===== config.mk =====
export PLATFORM = sky130hd
export DESIGN_NAME = sample_packetizer
export DESIGN_NICKNAME = d
export VERILOG_FILES = /design/src/rtl/packetizer_pkg.sv /design/src/rtl/sample_packetizer.sv
export SDC_FILE = /design/constraint.sdc
export NUM_CORES = 1
export LEC_CHECK = 0
export CAP_MARGIN = 5
export CORE_ASPECT_RATIO = 1.5
export CORE_UTILIZATION = 45
export DETAILED_ROUTE_END_ITERATION = 12
export DONT_BUFFER_PORTS = 1
export GPL_TIMING_DRIVEN = 0
export SETUP_SLACK_MARGIN = 0.4
export SYNTH_ARGS = -nofsm -noshare
export SYNTH_HDL_FRONTEND = slang
export SYNTH_SLANG_ARGS = --single-unit

===== constraint.sdc =====
create_clock -name clk -period 3.9 [get_ports clk]
set_clock_uncertainty 0.1 [all_clocks]
set_input_delay 0.585 -clock clk [delete_from_list [all_inputs] [get_ports clk]]
set_output_delay 0.585 -clock clk [all_outputs]
set_load 0.05 [all_outputs]

===== src/rtl/packetizer_pkg.sv =====
// Shared types and constants for the ADC sample packetizer.
// Contents: frame FSM state type, default sync byte, frame length helper.
package packetizer_pkg;

    typedef enum logic [2:0] {
        IDLE,
        SYNC,
        SEQ,
        DATA,
        CSUM
    } state_t;

    localparam logic [7:0] DEFAULT_SYNC_BYTE = 8'hA5;

    // Bytes per frame: sync, sequence, two bytes per channel, checksum.
    function automatic int unsigned frame_len(input int unsigned num_channels);
        return 3 + 2 * num_channels;
    endfunction

endpackage


===== src/rtl/sample_packetizer.sv =====
// Serializes one multi-channel ADC sample set per input handshake into a framed
// byte stream: SYNC, SEQ, ch0 hi/lo, ch1 hi/lo, ..., CSUM (XOR of SEQ and data).
// Ports:
//   clk, rst                    system clock, asynchronous active-high reset
//   s_axis_tdata/tvalid/tready  sample set input (channel k at [k*SAMPLE_WIDTH +: SAMPLE_WIDTH])
//   m_axis_tdata/tvalid/tready  8-bit frame byte output toward the FIFO bridge
//   m_axis_tlast                marks the checksum byte
module sample_packetizer
    import packetizer_pkg::*;
#(
    parameter int unsigned NUM_CHANNELS = 2,
    parameter int unsigned SAMPLE_WIDTH = 12,
    parameter logic [7:0]  SYNC_BYTE    = DEFAULT_SYNC_BYTE
) (
    input  logic                                 clk,
    input  logic                                 rst,
    input  logic [NUM_CHANNELS*SAMPLE_WIDTH-1:0] s_axis_tdata,
    input  logic                                 s_axis_tvalid,
    output logic                                 s_axis_tready,
    output logic [7:0]                           m_axis_tdata,
    output logic                                 m_axis_tvalid,
    input  logic                                 m_axis_tready,
    output logic                                 m_axis_tlast
);

    localparam int unsigned IN_W           = NUM_CHANNELS * SAMPLE_WIDTH;
    localparam int unsigned NUM_DATA_BYTES = frame_len(NUM_CHANNELS) - 3;
    localparam int unsigned IDX_W          = $clog2(NUM_DATA_BYTES);
    localparam logic [IDX_W-1:0] LAST_IDX  = IDX_W'(NUM_DATA_BYTES - 1);

    state_t            state;
    logic [IN_W-1:0]   sample_q;
    logic [7:0]        seq_q;
    logic [7:0]        csum_q;
    logic [IDX_W-1:0]  byte_idx;
    logic [IDX_W-1:0]  byte_idx_nxt;

    // Wire-order data bytes of the held sample set: each channel zero-extended
    // to 16 bits, high byte first.
    logic [7:0] data_bytes [NUM_DATA_BYTES];

    for (genvar k = 0; k < NUM_CHANNELS; k++) begin : g_bytes
        logic [15:0] word_c;
        assign word_c              = 16'(sample_q[k*SAMPLE_WIDTH +: SAMPLE_WIDTH]);
        assign data_bytes[2*k]     = word_c[15:8];
        assign data_bytes[2*k + 1] = word_c[7:0];
    end

    assign byte_idx_nxt  = byte_idx + IDX_W'(1);

    // Only IDLE accepts; low throughout the frame so backpressure reaches upstream.
    assign s_axis_tready = (state == IDLE) && !rst;

    // Frame FSM; every transition advances on the current byte's handshake, so
    // data/last hold while stalled and valid never drops mid-frame.
    always_ff @(posedge clk or posedge rst) begin
        if (rst) begin
            state         <= IDLE;
            sample_q      <= '0;
            seq_q         <= '0;
            csum_q        <= '0;
            byte_idx      <= '0;
            m_axis_tdata  <= '0;
            m_axis_tvalid <= 1'b0;
            m_axis_tlast  <= 1'b0;
        end else begin
            case (state)
                IDLE: begin
                    if (s_axis_tvalid) begin
                        sample_q      <= s_axis_tdata;
                        m_axis_tdata  <= SYNC_BYTE;
                        m_axis_tvalid <= 1'b1;
                        m_axis_tlast  <= 1'b0;
                        state         <= SYNC;
                    end
                end
                SYNC: begin
                    if (m_axis_tready) begin
                        m_axis_tdata <= seq_q;
                        csum_q       <= seq_q;
                        state        <= SEQ;
                    end
                end
                SEQ: begin
                    if (m_axis_tready) begin
                        m_axis_tdata <= data_bytes[0];
                        csum_q       <= csum_q ^ data_bytes[0];
                        byte_idx     <= '0;
                        state        <= DATA;
                    end
                end
                DATA: begin
                    if (m_axis_tready) begin
                        if (byte_idx == LAST_IDX) begin
                            // Accumulator already holds every presented data byte.
                            m_axis_tdata <= csum_q;
                            m_axis_tlast <= 1'b1;
                            byte_idx     <= '0;
                            state        <= CSUM;
                        end else begin
                            m_axis_tdata <= data_bytes[byte_idx_nxt];
                            csum_q       <= csum_q ^ data_bytes[byte_idx_nxt];
                            byte_idx     <= byte_idx_nxt;
                        end
                    end
                end
                CSUM: begin
                    if (m_axis_tready) begin
                        m_axis_tvalid <= 1'b0;
                        m_axis_tlast  <= 1'b0;
                        seq_q         <= seq_q + 8'd1;
                        state         <= IDLE;
                    end
                end
                default: state <= IDLE;
            endcase
        end
    end

endmodule

# Word-level counts from Yosys, hierarchy flattened
# Cells that the tools add are included.
# Widths: inputs -> output; s select.
# word_totals
ff_bits	55
latchBits	0
mem_bits_rw	0
rom_bits	0
word_cells	73
mem_count	0
# classes
n_addsub	2
mul	0
div_mod_pow	0
magnitude_cmp	1
eq_ne	12
shift	0
n_mux	31
bitwise	3
reduce_logical	16
# op_table
op	n
$mux 8	10
$pmux 8 s4	1
$pmux 8 s3	1
$mux 3	6
$bmux 8 s2	1
$pmux 3 s5	1
$reduce_and 5->1	3
$ne 2x2->1 const B	7
$add 8x1->8 const B	1
$xor 8x4->8	1
$xor 8x8->8	1
$eq 3x2->1 const B	2
$mux 2	3
$reduce_and 3->1	2
$reduce_and 6->1	1
$reduce_bool 3->1	2
$mux 1	5
$pmux 2 s2	1
$reduce_and 2->1	2
$reduce_bool 2->1	2
$reduce_bool 4->1	1
$eq 3x1->1 const B	1
$eq 3x3->1 const B	1
$ge 3x3->1 const B	1
other kinds (8)	8

# Depth between registers and ports, before layout
# depth
word_depth	9
depth_mapped	6
depth_no_buf	5

# Worst setup path after synthesis
# No wires, ideal clock.
# synth_path
path_type	flip-flop to output port
from	reg state[0]
to	out s_axis_tready
t_arrival_ns	2.334
path_slack_ns	0.881
path_stages_with_launch	4
n_path_buf	2
cell_sequence	dfrtp_1 > buf_2 > clkbuf_1 > nor4_1
# synth_via
elab_chain_cells	2
# synth_lines
element	line	rtl
start, declared	sample_packetizer.sv:31	state_t state;
start signal, assigned	sample_packetizer.sv:58	state <= IDLE;
start signal, assigned	sample_packetizer.sv:74	state <= SYNC;
start signal, assigned	sample_packetizer.sv:81	state <= SEQ;
$logic_not 3->1	sample_packetizer.sv:52	assign s_axis_tready = (state == IDLE) && !rst;
$logic_and 1x1->1	sample_packetizer.sv:52	
end, declared	sample_packetizer.sv:19	output logic s_axis_tready,
# Every way passes these cells.

# Worst setup path in the final report
# Ends and elaborated chain as after synthesis.

==> reports/results.txt <==
P&R area growth vs syn: 8.113%
Share of async-settable or async-resettable flops after synthesis: 100.0%
Max-slew violation count: 0
Total Wirelength: 6788 µm
Area occupied by registers: 1376 µm²
Total of endpoints with negative setup slack in the final report: 0
First-pass GRT wire length: 11,340 µm
Design Area, Final: 3118 µm²
Cell area after placement: 3003 µm²
Initial antenna violation count: 0
Switch share: 43.03%
CTS Buffer Depth: 2
Number of warning messages in the yosys log: 0
Top Ports: 39
Internal: 1509 µW
Slew at the pin with the worst max-slew slack: 1.167 ns
Reg-to-Reg End: m_axis_tdata[1]$_DFFE_PP0P_
Worst reg2reg setup slack: 1.81 ns
Sequential element share of the synthesized area: 47.72%
Synthesized area divided by synthesized cell count: 11.14 µm²
Netlist area before placement: 2884 µm²
Post CTS Setup Buffer Count: 0
H-tree levels: 2
Total via count in the routed design: 2,068
Area share of the leading cell type in the synthesized netlist: 47.72%
Post-CTS Hold Fix Bufs: 0
Width of the die: 67.37 µm
Area of the multi-input gates: 1390 µm²
Seq pwr share: 41.2%
Class of the most critical hold timing path: in -> async
Setup crit start kind: register
Nets@finish: 297
Drt initial violations: 124
Biggest area contributors in the synthesized netlist: sky130_fd_sc_hd__dfrtp_1, sky130_fd_sc_hd__mux2_2, sky130_fd_sc_hd__mux4_2
Total of buffers placed on input and output ports: 0
Run status: completed
TritonCTS buffer count: 5
Die area: 6740 µm²
Instance count of the mapped netlist: 259
Synthesized Nets: 289
Number of register bits inferred by synthesis: 55
Layout Utilization: 50.50%
Via density per instance: 6.047
# resized after CTS: 0
Clock-pin slew of the registers on the worst-case setup and hold paths: 0.11 ns
Primary flip-flop cell chosen by synthesis mapping: sky130_fd_sc_hd__dfrtp_1
Maximum vdd drop: 0.0004353 V
Clk network pwr share: 14.9%
CP Max Fanout: 10
Most common cell after layout, fill and taps aside: sky130_fd_sc_hd__dfrtp_1
Initial standard-cell utilization of the core: 46.71%
Number of synthesized flops with an enable pin: 0
Max transition margin: 21.55%
CTS tree: built
Critical Path End Type: output port
Period minus WS final: 3.024 ns
Total negative setup slack: 0 ns
Type of the setup path with the least slack: reg -> out
Layout cells sized above 1: 21.27%
Filler Cells Inserted: 571
Number of antenna cells inserted: 0
Residual overflow from global routing: 0
Worst path arrival time: 2.34 ns
Insertion delay of the later-clocked pin in the worst-skew pair: 0.32 ns
CTS root buf: sky130_fd_sc_hd__clkbuf_8
Combinational group share of total power: 43.9%
Power density of the placed cells: 849.7 nW/µm²
Required arrival time at the worst endpoint: 3.21 ns
Clock Sinks: 55
Worst Reg2Reg Path Length in Cells: 5
Antenna Nets Post-Route: 0
Final cycle utilization of the critical path: 77.54%
Combined global-route utilization of all metal layers: 22.95%
Switching power summed over all nets: 1140 µW
DRC: 0
Maximum Capacitance Violations: 0
Core Rows: 35
Chip height: 100.1 µm
Max Fclk: 330.7 MHz
Hold violation total from the final report: 0
Routed length per instance: 19.85 µm
Routability Congestion: 0.8367
Highest-count cells in the layout ignoring fill and taps: sky130_fd_sc_hd__dfrtp_1, sky130_fd_sc_hd__mux2_2, sky130_fd_sc_hd__o21ai_0
Area of the core region: 6175 µm²
Setup repair after global routing missed its margin: false
Vias in the first global route: 2,134
Launch instance of the worst register-to-register path: byte_idx[1]$_DFFE_PP0P_
Half-perimeter wire length of the detailed placement result: 4984 µm
Pin count of the biggest net entering global routing: 41
Cell type contributing the most total cell area after synthesis: sky130_fd_sc_hd__dfrtp_1
Number of library cell types mapped by synthesis: 49
Number of iterations in the first detailed-routing pass: 4
Leakage power: 0.001287 µW
[how the worst max path moves through the flow]
stage                    startpoint       endpoint  slack [ns]
6_report       state[0]$_DFFE_PP0P_  s_axis_tready        0.88
5_1_grt        state[0]$_DFFE_PP0P_  s_axis_tready        0.80
4_1_cts        state[0]$_DFFE_PP0P_  s_axis_tready        0.89
3_5_place_dp   state[0]$_DFFE_PP0P_  s_axis_tready        1.25
3_3_place_gp   state[0]$_DFFE_PP0P_  s_axis_tready        0.67
2_1_floorplan  state[0]$_DFFE_PP0P_  s_axis_tready        0.88
[sequential cells by signal, indices dropped and copies added (netlist names)]
signal / flops
csum_q: 8
seq_q: 8
state: 3
m_axis_tlast: 1
byte_idx: 2
m_axis_tdata: 8
m_axis_tvalid: 1
sample_q: 24
[routing by layer]
metal | global-route usage, % | wire [µm] | vias to the layer above
met4 | 9.165 | 146 | 0
met1 | 30.46 | 2981 | 1017
li1 | - | - | 980
met5 | 0 | 0 | -
met2 | 36.62 | 3408 | 60
met3 | 3.977 | 252 | 11
[power groups by stage]
| stage | combinational, µW | sequential (µW) | clock (µW) |
|---|---|---|---|
| floorplan | 908 | 1060 | 0 |
| global placement | 1140 | 1100 | 0 |
| detailed placement | 1160 | 1110 | 0 |
| CTS | 1160 | 1090 | 403 |
| global route | 1280 | 1130 | 424 |
| finish | 1160 | 1090 | 396 |
[Yosys cell counts, types with 5 or more instances]
library cell and instances:
sky130_fd_sc_hd__mux2i_1 5, sky130_fd_sc_hd__nand2_1 13, sky130_fd_sc_hd__xnor2_1 7, sky130_fd_sc_hd__nor2_1 14, sky130_fd_sc_hd__o22ai_1 5, sky130_fd_sc_hd__inv_1 9, sky130_fd_sc_hd__nor4_1 5, sky130_fd_sc_hd__dfrtp_1 55
sky130_fd_sc_hd__a21oi_1 8, sky130_fd_sc_hd__buf_2 6, sky130_fd_sc_hd__clkbuf_1 9, sky130_fd_sc_hd__o21ai_0 15, sky130_fd_sc_hd__nor4b_1 6, sky130_fd_sc_hd__mux2_2 26, sky130_fd_sc_hd__nand3b_1 7, sky130_fd_sc_hd__a221oi_1 6
[critical path: stages, from the launching register on]
cell,delay [ns]
sky130_fd_sc_hd__dfrtp_1,0.47
sky130_fd_sc_hd__buf_2,0.22
sky130_fd_sc_hd__clkbuf_1,0.27
sky130_fd_sc_hd__nor4_2,1.06
[per-stage QoR]
| stage | instances | hold WS [ns] | setup slack [ns] | total power [µW] |
|---|---|---|---|---|
| after floorplan | 259 | 0.3524 | 0.8809 | 1964 |
| after global placement | 333 | 0.3661 | 0.6681 | 2233 |
| after detailed placement | 334 | 0.3731 | 1.249 | 2261 |
| after CTS | 342 | 0.03073 | 0.8926 | 2655 |
| after global routing | 342 | 0.03326 | 0.8002 | 2836 |
| final | 342 | 0.01423 | 0.8759 | 2649 |
[area by class of cell]
| class | instances | area share (%) |
|---|---|---|
| multi-input combinational | 176 | 44.58 |
| timing repair buffer | 1 | 0.6421 |
| tap | 74 | 2.970 |
| sequential | 55 | 44.14 |
| clock buffer | 5 | 2.207 |
| buffer | 18 | 2.769 |
| inverter | 10 | 1.204 |
| clock inverter | 3 | 1.485 |
[cells by family (layout without fill, tap and decap cells)]
| logic type | Yosys count | count (layout) | share of synthesized area [%] |
|---|---|---|---|
| and+or+nand+nor | 67 | 67 | 13.97 |
| muxes | 36 | 36 | 15.40 |
| AOI/OAI and AO/OA | 64 | 64 | 15.62 |
| buffers and inverters | 28 | 37 | 4.295 |
| DFF | 55 | 55 | 47.72 |
| adders and majority gates | 2 | 2 | 0.8675 |
| xor gates and xnor gates | 7 | 7 | 2.126 |
(Power assumes the default switching activity.)
